$ cat src/rtl/lcd_char_pacer.sv
// Character FIFO and strobe pacer feeding the LCD character-writer stage.
// Bytes are queued in bursts and released one at a time with a one-cycle
// ds_out strobe, spaced so the LCD stage finishes init and each write or
// backspace sequence before the next byte arrives.
module lcd_char_pacer #(
    parameter int unsigned DEPTH     = 16,
    parameter int unsigned AW        = 4,
    parameter int unsigned INIT_WAIT = 3000000,
    parameter int unsigned CHAR_GAP  = 20000,
    parameter int unsigned BS_GAP    = 40000,
    parameter int unsigned CW        = 22
) (
    input  logic          clk,
    input  logic          reset_n,
    input  logic [7:0]    ascii_in,
    input  logic          wr_stb,
    input  logic          clr,
    output logic [7:0]    ascii_out,
    output logic          ds_out,
    output logic          empty,
    output logic          full,
    output logic          overflow,
    output logic [AW:0]   count
);

    typedef enum logic [1:0] {StInit, StIdle, StIssue, StGap} state_e;

    // The FSM leaves INIT/GAP on the edge where the counter reaches zero, so
    // a gap load of N-2 plus one IDLE and one ISSUE cycle spaces strobes N apart.
    localparam logic [CW-1:0] InitLoad = CW'(INIT_WAIT - 1);
    localparam logic [CW-1:0] CharLoad = CW'(CHAR_GAP - 2);
    localparam logic [CW-1:0] BsLoad   = CW'(BS_GAP - 2);
    localparam logic [AW:0]   DepthCnt = (AW + 1)'(DEPTH);

    state_e          state_q, state_d;
    logic [CW-1:0]   cnt_q, cnt_d;
    logic [7:0]      ascii_q, ascii_d;
    logic            ds_q, ds_d;
    logic            pop;
    logic [AW-1:0]   wptr_q, rptr_q;
    logic [AW:0]     count_q;
    logic            overflow_q;
    logic            push_ok;
    logic [7:0]      mem [DEPTH];

    // Push is accepted against occupancy before any same-cycle pop; clr wins.
    assign push_ok = wr_stb && !clr && (count_q < DepthCnt);

    // State register.
    always_ff @(posedge clk or negedge reset_n) begin
        if (!reset_n) begin
            state_q <= StInit;
        end else begin
            state_q <= state_d;
        end
    end

    // Next-state logic.
    always_comb begin
        state_d = state_q;
        case (state_q)
            StInit:  if (cnt_q <= CW'(1)) state_d = StIdle;
            StIdle:  if (count_q != '0) state_d = StIssue;
            // A clr during the IDLE cycle can leave nothing to issue.
            StIssue: state_d = (count_q != '0) ? StGap : StIdle;
            StGap:   if (cnt_q <= CW'(1)) state_d = StIdle;
            default: state_d = StInit;
        endcase
    end

    // Output and counter next-state logic.
    always_comb begin
        ascii_d = ascii_q;
        ds_d    = 1'b0;
        pop     = 1'b0;
        cnt_d   = cnt_q;
        case (state_q)
            StInit, StGap: begin
                if (cnt_q != '0) cnt_d = cnt_q - 1'b1;
            end
            StIssue: begin
                if (count_q != '0) begin
                    pop     = 1'b1;
                    ds_d    = 1'b1;
                    ascii_d = mem[rptr_q];
                    cnt_d   = (mem[rptr_q] == 8'h08) ? BsLoad : CharLoad;
                end
            end
            default: ;
        endcase
    end

    // Registered outputs and pacing counter.
    always_ff @(posedge clk or negedge reset_n) begin
        if (!reset_n) begin
            ascii_q <= 8'h00;
            ds_q    <= 1'b0;
            cnt_q   <= InitLoad;
        end else begin
            ascii_q <= ascii_d;
            ds_q    <= ds_d;
            cnt_q   <= cnt_d;
        end
    end

    // FIFO pointers, occupancy and sticky overflow.
    always_ff @(posedge clk or negedge reset_n) begin
        if (!reset_n) begin
            wptr_q     <= '0;
            rptr_q     <= '0;
            count_q    <= '0;
            overflow_q <= 1'b0;
        end else if (clr) begin
            wptr_q     <= '0;
            rptr_q     <= '0;
            count_q    <= '0;
            overflow_q <= 1'b0;
        end else begin
            if (push_ok) wptr_q <= wptr_q + 1'b1;
            if (pop)     rptr_q <= rptr_q + 1'b1;
            if (push_ok && !pop) begin
                count_q <= count_q + 1'b1;
            end else if (pop && !push_ok) begin
                count_q <= count_q - 1'b1;
            end
            if (wr_stb && !push_ok) overflow_q <= 1'b1;
        end
    end

    // FIFO storage.
    always_ff @(posedge clk) begin
        if (push_ok) mem[wptr_q] <= ascii_in;
    end

    assign ascii_out = ascii_q;
    assign ds_out    = ds_q;
    assign empty     = (count_q == '0);
    assign full      = (count_q == DepthCnt);
    assign overflow  = overflow_q;
    assign count     = count_q;

endmodule
$ cat config.mk
export PLATFORM = sky130hd
export DESIGN_NAME = lcd_char_pacer
export DESIGN_NICKNAME = d
export VERILOG_FILES = /design/src/rtl/lcd_char_pacer.sv
export SDC_FILE = /design/constraint.sdc
export NUM_CORES = 1
export LEC_CHECK = 0
export ABC_AREA = 1
export CAP_MARGIN = 20
export CORE_UTILIZATION = 55
export DETAILED_ROUTE_END_ITERATION = 12
export PLACE_DENSITY = 0.73
export SLEW_MARGIN = 5
export SYNTH_ARGS = -nofsm -noshare
export SYNTH_HDL_FRONTEND = slang
export SYNTH_SLANG_ARGS = --single-unit
$ cat constraint.sdc
create_clock -name clk -period 2.9 [get_ports clk]
set_input_delay 0.29 -clock clk [delete_from_list [all_inputs] [get_ports clk]]
set_output_delay 0.29 -clock clk [all_outputs]
set_load 0.01 [all_outputs]
==> results by group, run 1 <==
Status
  – Outcome: complete, no violations

Final layout
  – Fraction of layout cells with a size suffix above 1: 8.980%
  – FF/Latch Area: 0.005040 mm²
  – Final layout net count: 915
  – Util after Layout: 65.33%
  – Footprint of the multi-input gates: 0.002490 mm²
  – Filler instances: 1096
  – ANT cells: 0
  – Final cell count without fillers: 1082
  – Area grow syn2layout: 14.10%

Floorplanning
  – Die Span X: 123.4 µm
  – Std cell rows: 43
  – Core Box Area: 0.01415 mm²
  – Die Area: 0.01522 mm²
  – Starting Density: 57.26%
  – I/O Pins: 29
  – Die height: 123.4 µm

Critical path
  – Crit-path max FO: 8
  – Crit path capture type: register
  – CP Data Required Time: 3.22 ns
  – CP Launch Type: register
  – CP Class: register to register
  – Crit path DAT: 2.77 ns

STA
  – Fin crit period: 2.452 ns
  – Fin worst setup slack: 0.4480 ns
  – Final setup vio count: 0
  – Slew HR: 44.48%
  – Slew at the pin with the worst max-slew slack: 0.8329 ns
  – Clk_skew: 0.01185 ns
  – Fin crit share: 84.55%
  – Final hold violations: 0
  – Final setup TNS: 0 ns
  – Achievable clock frequency: 407.8 MHz
  – Unrepaired setup endpoints after global routing: no
  – Slew Viols, Final: 0

Synth
  – Register area share after synthesis: 62.19%
  – Post-Syn Nets: 874
  – Synth area leader: edfxtp_1
  – Synth Area in Compound Gates: 3.382%
  – Top FF cell, synth: edfxtp_1
  – Most area-consuming cells after synthesis: edfxtp_1, nand2_1, dfrtp_1, nand3_1, dfstp_2
  – Adder-cell area share of the yosys netlist: 2.255%
  – Yosys warnings: 0
  – Syn Inst Count: 848
  – Yosys top cell area share: 47.44%
  – Post-Synth Simple-Gate Area: 23.47%
  – Most common cell in the netlist: nand2_1
  – Number of library cell types mapped by synthesis: 37
  – Number of synthesized register bits: 175
  – Post-synth ARST share: 26.86%
  – Mux cell area share after synthesis: 0%
  – Number of synthesized flops with an enable pin: 128
  – Area of the mapped netlist: 0.008102 mm²
  – XOR/XNOR share of the synthesized area: 1.622%
  – Largest family of logic cells by synthesized area: simple AND/OR/NAND/NOR gates
  – Mean Syn Cell Area: 9.554 µm²
  – Synth top cells by count: nand2_1, edfxtp_1, nand3_1, inv_1, nor2_1

Global route
  – Grt met1 use: 31.34%
  – Initial antenna violation count: 0
  – GR Util met2: 43.16%
  – Gr busiest metal: met2
  – Largest net degree at the start of global routing: 65
  – Total grt overflow: 0
  – First-pass GRT wire length: 28280 µm
  – Vias in the first global route: 5629
  – GR Layer Usage met3: 5.581%
  – All-Layer GR Usage: 25.40%

Power
  – P_leak: 3.984 nW
  – Pwr per Cell Area: 910.7 mW/mm²
  – Tot Pwr: 0.008419 W
  – Max rail drop VDD: 599.8 µV

Detailed routing
  – Final wirelength: 17900 µm
  – Antenna viol nets, final: 0
  – Post-route DRC: 0
  – Vias: 5921
  – Vias per std cell: 5.472
  – DR pass1 iterations: 8
  – WL per Instance: 16.54 µm
  – DR iter-0 viols: 480

Hold path
  – Tightest Hold Check Type: primary input to register

Clocking
  – CTS HTree Levels: 4
  – Root Buffer: clkbuf_16
  – Clock Latency Late Sink: 0.44 ns
  – Number of CTS-inserted buffers: 17
  – Postcts setup bufs: 0
  – CTS tree: yes
  – Clk sinks: 175
  – CTS max path bufs: 2
  – Worst-path clk slew: 0.07 ns

Placement
  – RD Place Congestion: 0.9090
  – Worst slack at placement: 0.2178 ns
  – Placed cells: 1049
  – PortBufs: 28
  – Post-DP HPWL: 11500 µm

Run
  – Max-Cap Viols: 0
cells by family (layout without fill, tap and decap cells):
group | Yosys count | count (layout)
buffers and inverters | 136 | 190
xor gates and xnor gates | 15 | 15
and+or+nand+nor | 459 | 459
adders and majority gates | 14 | 14
AOI/OAI and AO/OA | 49 | 49
DFF | 175 | 175
cell usage in the layout, fill, tap and decap left out, drive strengths merged, types with 2 or more instances in the layout:
| cell type | Yosys | routed |
|---|---|---|
| clkdlybuf4s50 | 0 | 27 |
| clkinv | 2 | 5 |
| xnor2 | 5 | 5 |
| dfstp | 15 | 15 |
| nand3 | 106 | 106 |
| nor2 | 79 | 79 |
| ha | 13 | 13 |
| inv | 105 | 113 |
| o31ai | 4 | 4 |
| o21ai | 30 | 30 |
| edfxtp | 128 | 128 |
| a21oi | 6 | 6 |
| buf | 25 | 23 |
| xor2 | 10 | 10 |
| nand4 | 3 | 3 |
| dfrtp | 32 | 32 |
| o22ai | 3 | 3 |
| nor3 | 7 | 7 |
| bufinv | 0 | 3 |
| nor4 | 2 | 2 |
| clkbuf | 4 | 18 |
| or2 | 5 | 5 |
| nand2 | 255 | 255 |
where the power goes:
| group | switching (W) | internal (W) |
|---|---|---|
| logic | 0.00177 | 0.000968 |
| clock network | 0.00103 | 0.00139 |
| registers | 0.000254 | 0.00301 |
repair_timing:
item / CTS / global route
gates resized for setup: 0 / 0
hold buffers: 1 / 0
endpoints found under the hold margin: 29 / 0
stage by stage:
step / hold slack (ns) / area, µm²
floorplan: -0.005591 / 8102
global placement: 0.4183 / 8610
detailed placement: 0.4329 / 8610
CTS: 0.4392 / 9244
global route: 0.4749 / 9244
finish: 0.4576 / 9244
registers in the layout, indices dropped and copies added, names as in the netlist:
register and flops:
overflow 1, cnt_q 22, mem 128, ds_out 1, rptr_q 4, ascii_out 8
wptr_q 4, count 5, state_q 2
routing by layer:
layer  share of wire, %  vias up  wire length [µm]
met5                  0        -                 0
met4                2.7        0               480
met3                6.8       35              1214
met2                 50      220              8972
met1                 40     2822              7231
li1                   -     2844                 -
critical path: stages, from the launching register on:
cell and delay [ns]:
dfrtp_1 0.43, inv_1 0.12, nand4_1 0.12, or2_2 0.34
nand2_1 0.10, nand2_1 0.20, fa_1 0.46, nand2_1 0.09
nand2_1 0.07, a21oi_1 0.16, xnor2_1 0.14, o22ai_1 0.09
cell type report:
class | count | share of cell area [%]
well taps | 180 | 2.436
multi-input cells | 537 | 26.94
repair buffers | 51 | 5.008
flip-flops and latches | 175 | 54.52
inverters | 107 | 4.345
clock inverters | 14 | 2.112
clock buffers | 18 | 4.643
worst paths after layout:
check	startpoint	end	slack, ns	cells after the start
hold / removal	wr_stb	overflow$_DFFE_PN0P_	0.46	3
min in group asynchronous	reset_n	cnt_q[6]$_DFFE_PN0P_	0.48	2
setup / recovery	count[0]$_DFFE_PN0P_	count[4]$_DFFE_PN0P_	0.45	11
hold reg to reg	cnt_q[14]$_DFFE_PN1P_	cnt_q[14]$_DFFE_PN1P_	0.49	2
setup reg to reg	count[0]$_DFFE_PN0P_	count[4]$_DFFE_PN0P_	0.45	11
max in group asynchronous	reset_n	cnt_q[15]$_DFFE_PN1P_	1.65	3
Power figures use the tool's default switching activity.
==> run 2, diff against run 1 <==
clock period = 2.3 ns   (was 2.9 ns; I/O delays follow)
==> results by group, run 2 (synthesis gave the netlist of run 1 again) <==
Final layout
  – Util after Layout: 66.41% (+1.1 points)
  – Final layout net count: 933 (+2.0%)
  – Area grow syn2layout: 15.98%
  – ANT cells: 0 (unchanged)
  – Fraction of layout cells with a size suffix above 1: 11.20% (+2.2 points)
  – FF/Latch Area: 0.005040 mm² (unchanged)
  – Filler instances: 1072 (-2.2%)
  – Most common cell after layout, fill and taps aside: nand2_1
  – Number of flip-flops in the largest register: 128 (unchanged)
  – Footprint of the multi-input gates: 0.002516 mm² (+1.1%)
  – Top reg by flops: mem
  – Commonest non-fill, non-tap cells in the layout: nand2_1, edfxtp_1, nand3_1

Power
  – Max rail drop VDD: 663.0 µV (+11%)
  – Pwr per Cell Area: 1142 mW/mm² (+25%)
  – P_leak: 4.076 nW (+2.3%)

Clocking
  – CTS max path bufs: 2 (unchanged)
  – Clk sinks: 175 (unchanged)
  – CTS HTree Levels: 4 (unchanged)
  – Number of CTS-inserted buffers: 17 (unchanged)
  – Worst-path clk slew: 0.07 ns (about the same)
  – Root Buffer: clkbuf_16
  – Clock Latency Late Sink: 0.43 ns (about the same)
  – CTS tree: yes

Detailed routing
  – Vias per std cell: 5.443 (-0.54%)
  – Final wirelength: 17830 µm (-0.37%)
  – Metal2 WL: 8801 µm (-1.9%)
  – Antenna viol nets, final: 0 (unchanged)
  – Met3 Routed Length: 1091 µm (-10%)
  – Highest metal used: met4
  – Met1 WL: 7435 µm (+2.8%)
  – DR iter-0 viols: 530 (+10%)
  – DR pass1 iterations: 7 (-1)
  – WL per Instance: 16.21 µm (-2.0%)
  – Vias: 5987 (+1.1%)
  – Post-route DRC: 0 (unchanged)

Critical path
  – Flop2flop setup slack: 0.14 ns (-0.31 ns)
  – Crit path DAT: 1.96 ns (-0.81 ns)
  – CP Launch Type: register
  – R2r endpoint: state_q[1]$_DFFE_PN0P_
  – Crit-path max FO: 4 (-4)
  – Crit path capture type: output pin
  – R2R cell count: 11 (unchanged)
  – CP Class: register to output pin
  – CP Data Required Time: 2.07 ns (-1.15 ns)
  – R2r startpoint: cnt_q[0]$_DFFE_PN1P_

Floorplanning
  – Die Span X: 123.4 µm (unchanged)
  – Die Area: 0.01522 mm² (unchanged)
  – Die height: 123.4 µm (unchanged)
  – Std cell rows: 43 (unchanged)
  – Core Box Area: 0.01415 mm² (unchanged)
  – Starting Density: 57.26% (unchanged)
  – I/O Pins: 29 (unchanged)

STA
  – Slew HR: 55.07% (+11 points)
  – Final hold violations: 0 (unchanged)
  – Achievable clock frequency: 455.9 MHz
  – Fin worst setup slack: 0.1065 ns (-0.3415 ns)
  – Slew at the pin with the worst max-slew slack: 0.6718 ns (-0.1611 ns)
  – Final setup vio count: 0 (unchanged)
  – Clk_skew: 0.01063 ns (-0.001216 ns)
  – Fin crit period: 2.193 ns
  – Slew Viols, Final: 0 (unchanged)
  – Fin crit share: 95.37%

Global route
  – Total grt overflow: 0 (unchanged)
  – Vias in the first global route: 5782 (+2.7%)
  – All-Layer GR Usage: 25.24% (-0.17 points)
  – First-pass GRT wire length: 28350 µm (+0.24%)
  – Largest net degree at the start of global routing: 43 (-34%)
  – Initial antenna violation count: 0 (unchanged)

Run
  – Max-Cap Viols: 0 (unchanged)

Placement
  – Post-DP HPWL: 11960 µm (+4.0%)
  – Worst slack at placement: -0.007594 ns (-0.2254 ns)
  – RD Place Congestion: 0.8927 (-1.8%)
  – PortBufs: 28 (unchanged)

Hold path
  – Tightest Hold Check Type: primary input to async pin

Status
  – Outcome: complete, no violations
[run 2: per-layer routing]
metal | up-vias | global-route usage [%]
met3 | 51 | 4.751
met4 | 0 | 11.22
met1 | 2824 | 32.46
met5 | - | 0
li1 | 2876 | -
met2 | 236 | 41.72
[run 2: cell type report]
cell class                 count  share of cell area, %
clock inverter                12                  1.531
sequential                   175                  53.64
multi-input combinational    537                  26.78
clock buffer                  20                  4.754
timing repair buffer          69                  6.631
inverter                     107                  4.274
tap                          180                  2.397
[run 2: worst max path at each step]
stage,start,endpoint,cells past startpoint
global placement,count[2]$_DFFE_PN0P_,count[4]$_DFFE_PN0P_,11
CTS,count[2]$_DFFE_PN0P_,empty,5
global route,count[2]$_DFFE_PN0P_,count[3]$_DFFE_PN0P_,10
floorplan,count[0]$_DFFE_PN0P_,count[4]$_DFFE_PN0P_,12
detailed placement,count[2]$_DFFE_PN0P_,count[4]$_DFFE_PN0P_,11
finish,count[2]$_DFFE_PN0P_,empty,5
[run 2: repair_timing]
action / in CTS / in global routing
pin swaps: 0 / 0
setup buffers: 0 / 2
setup endpoints to repair: 1 / 7
gates resized for setup: 1 / 5
hold buffers: 1 / 0
hold endpoints to repair: 20 / 0
[run 2: critical path: stages, from the launching register on]
cell	delay [ns]
dfrtp_1	0.42
inv_1	0.10
nand4_1	0.15
or2_4	0.28
inv_1	0.06
clkdlybuf4s50_1	0.53
[run 2: per-stage QoR]
stage	power, W	area, µm²	hold slack (ns)	setup TNS [ns]	std cells
detailed placement	0.007779	8757	0.2497	-0.007594	1065
global route	0.01134	9397	0.3609	-0.004087	1100
finish	0.01073	9397	0.3296	0	1100
global placement	0.007637	8757	0.2418	0	1065
floorplan	0.006531	8104	-0.06559	0	848
CTS	0.01068	9360	0.3373	0	1098
[run 2: where the power goes]
group          switching, W  total (W)  internal (W)
combinational       0.00237    0.00378       0.00142
clock               0.00124    0.00290       0.00166
sequential         0.000258    0.00405       0.00379
total               0.00386     0.0107       0.00686
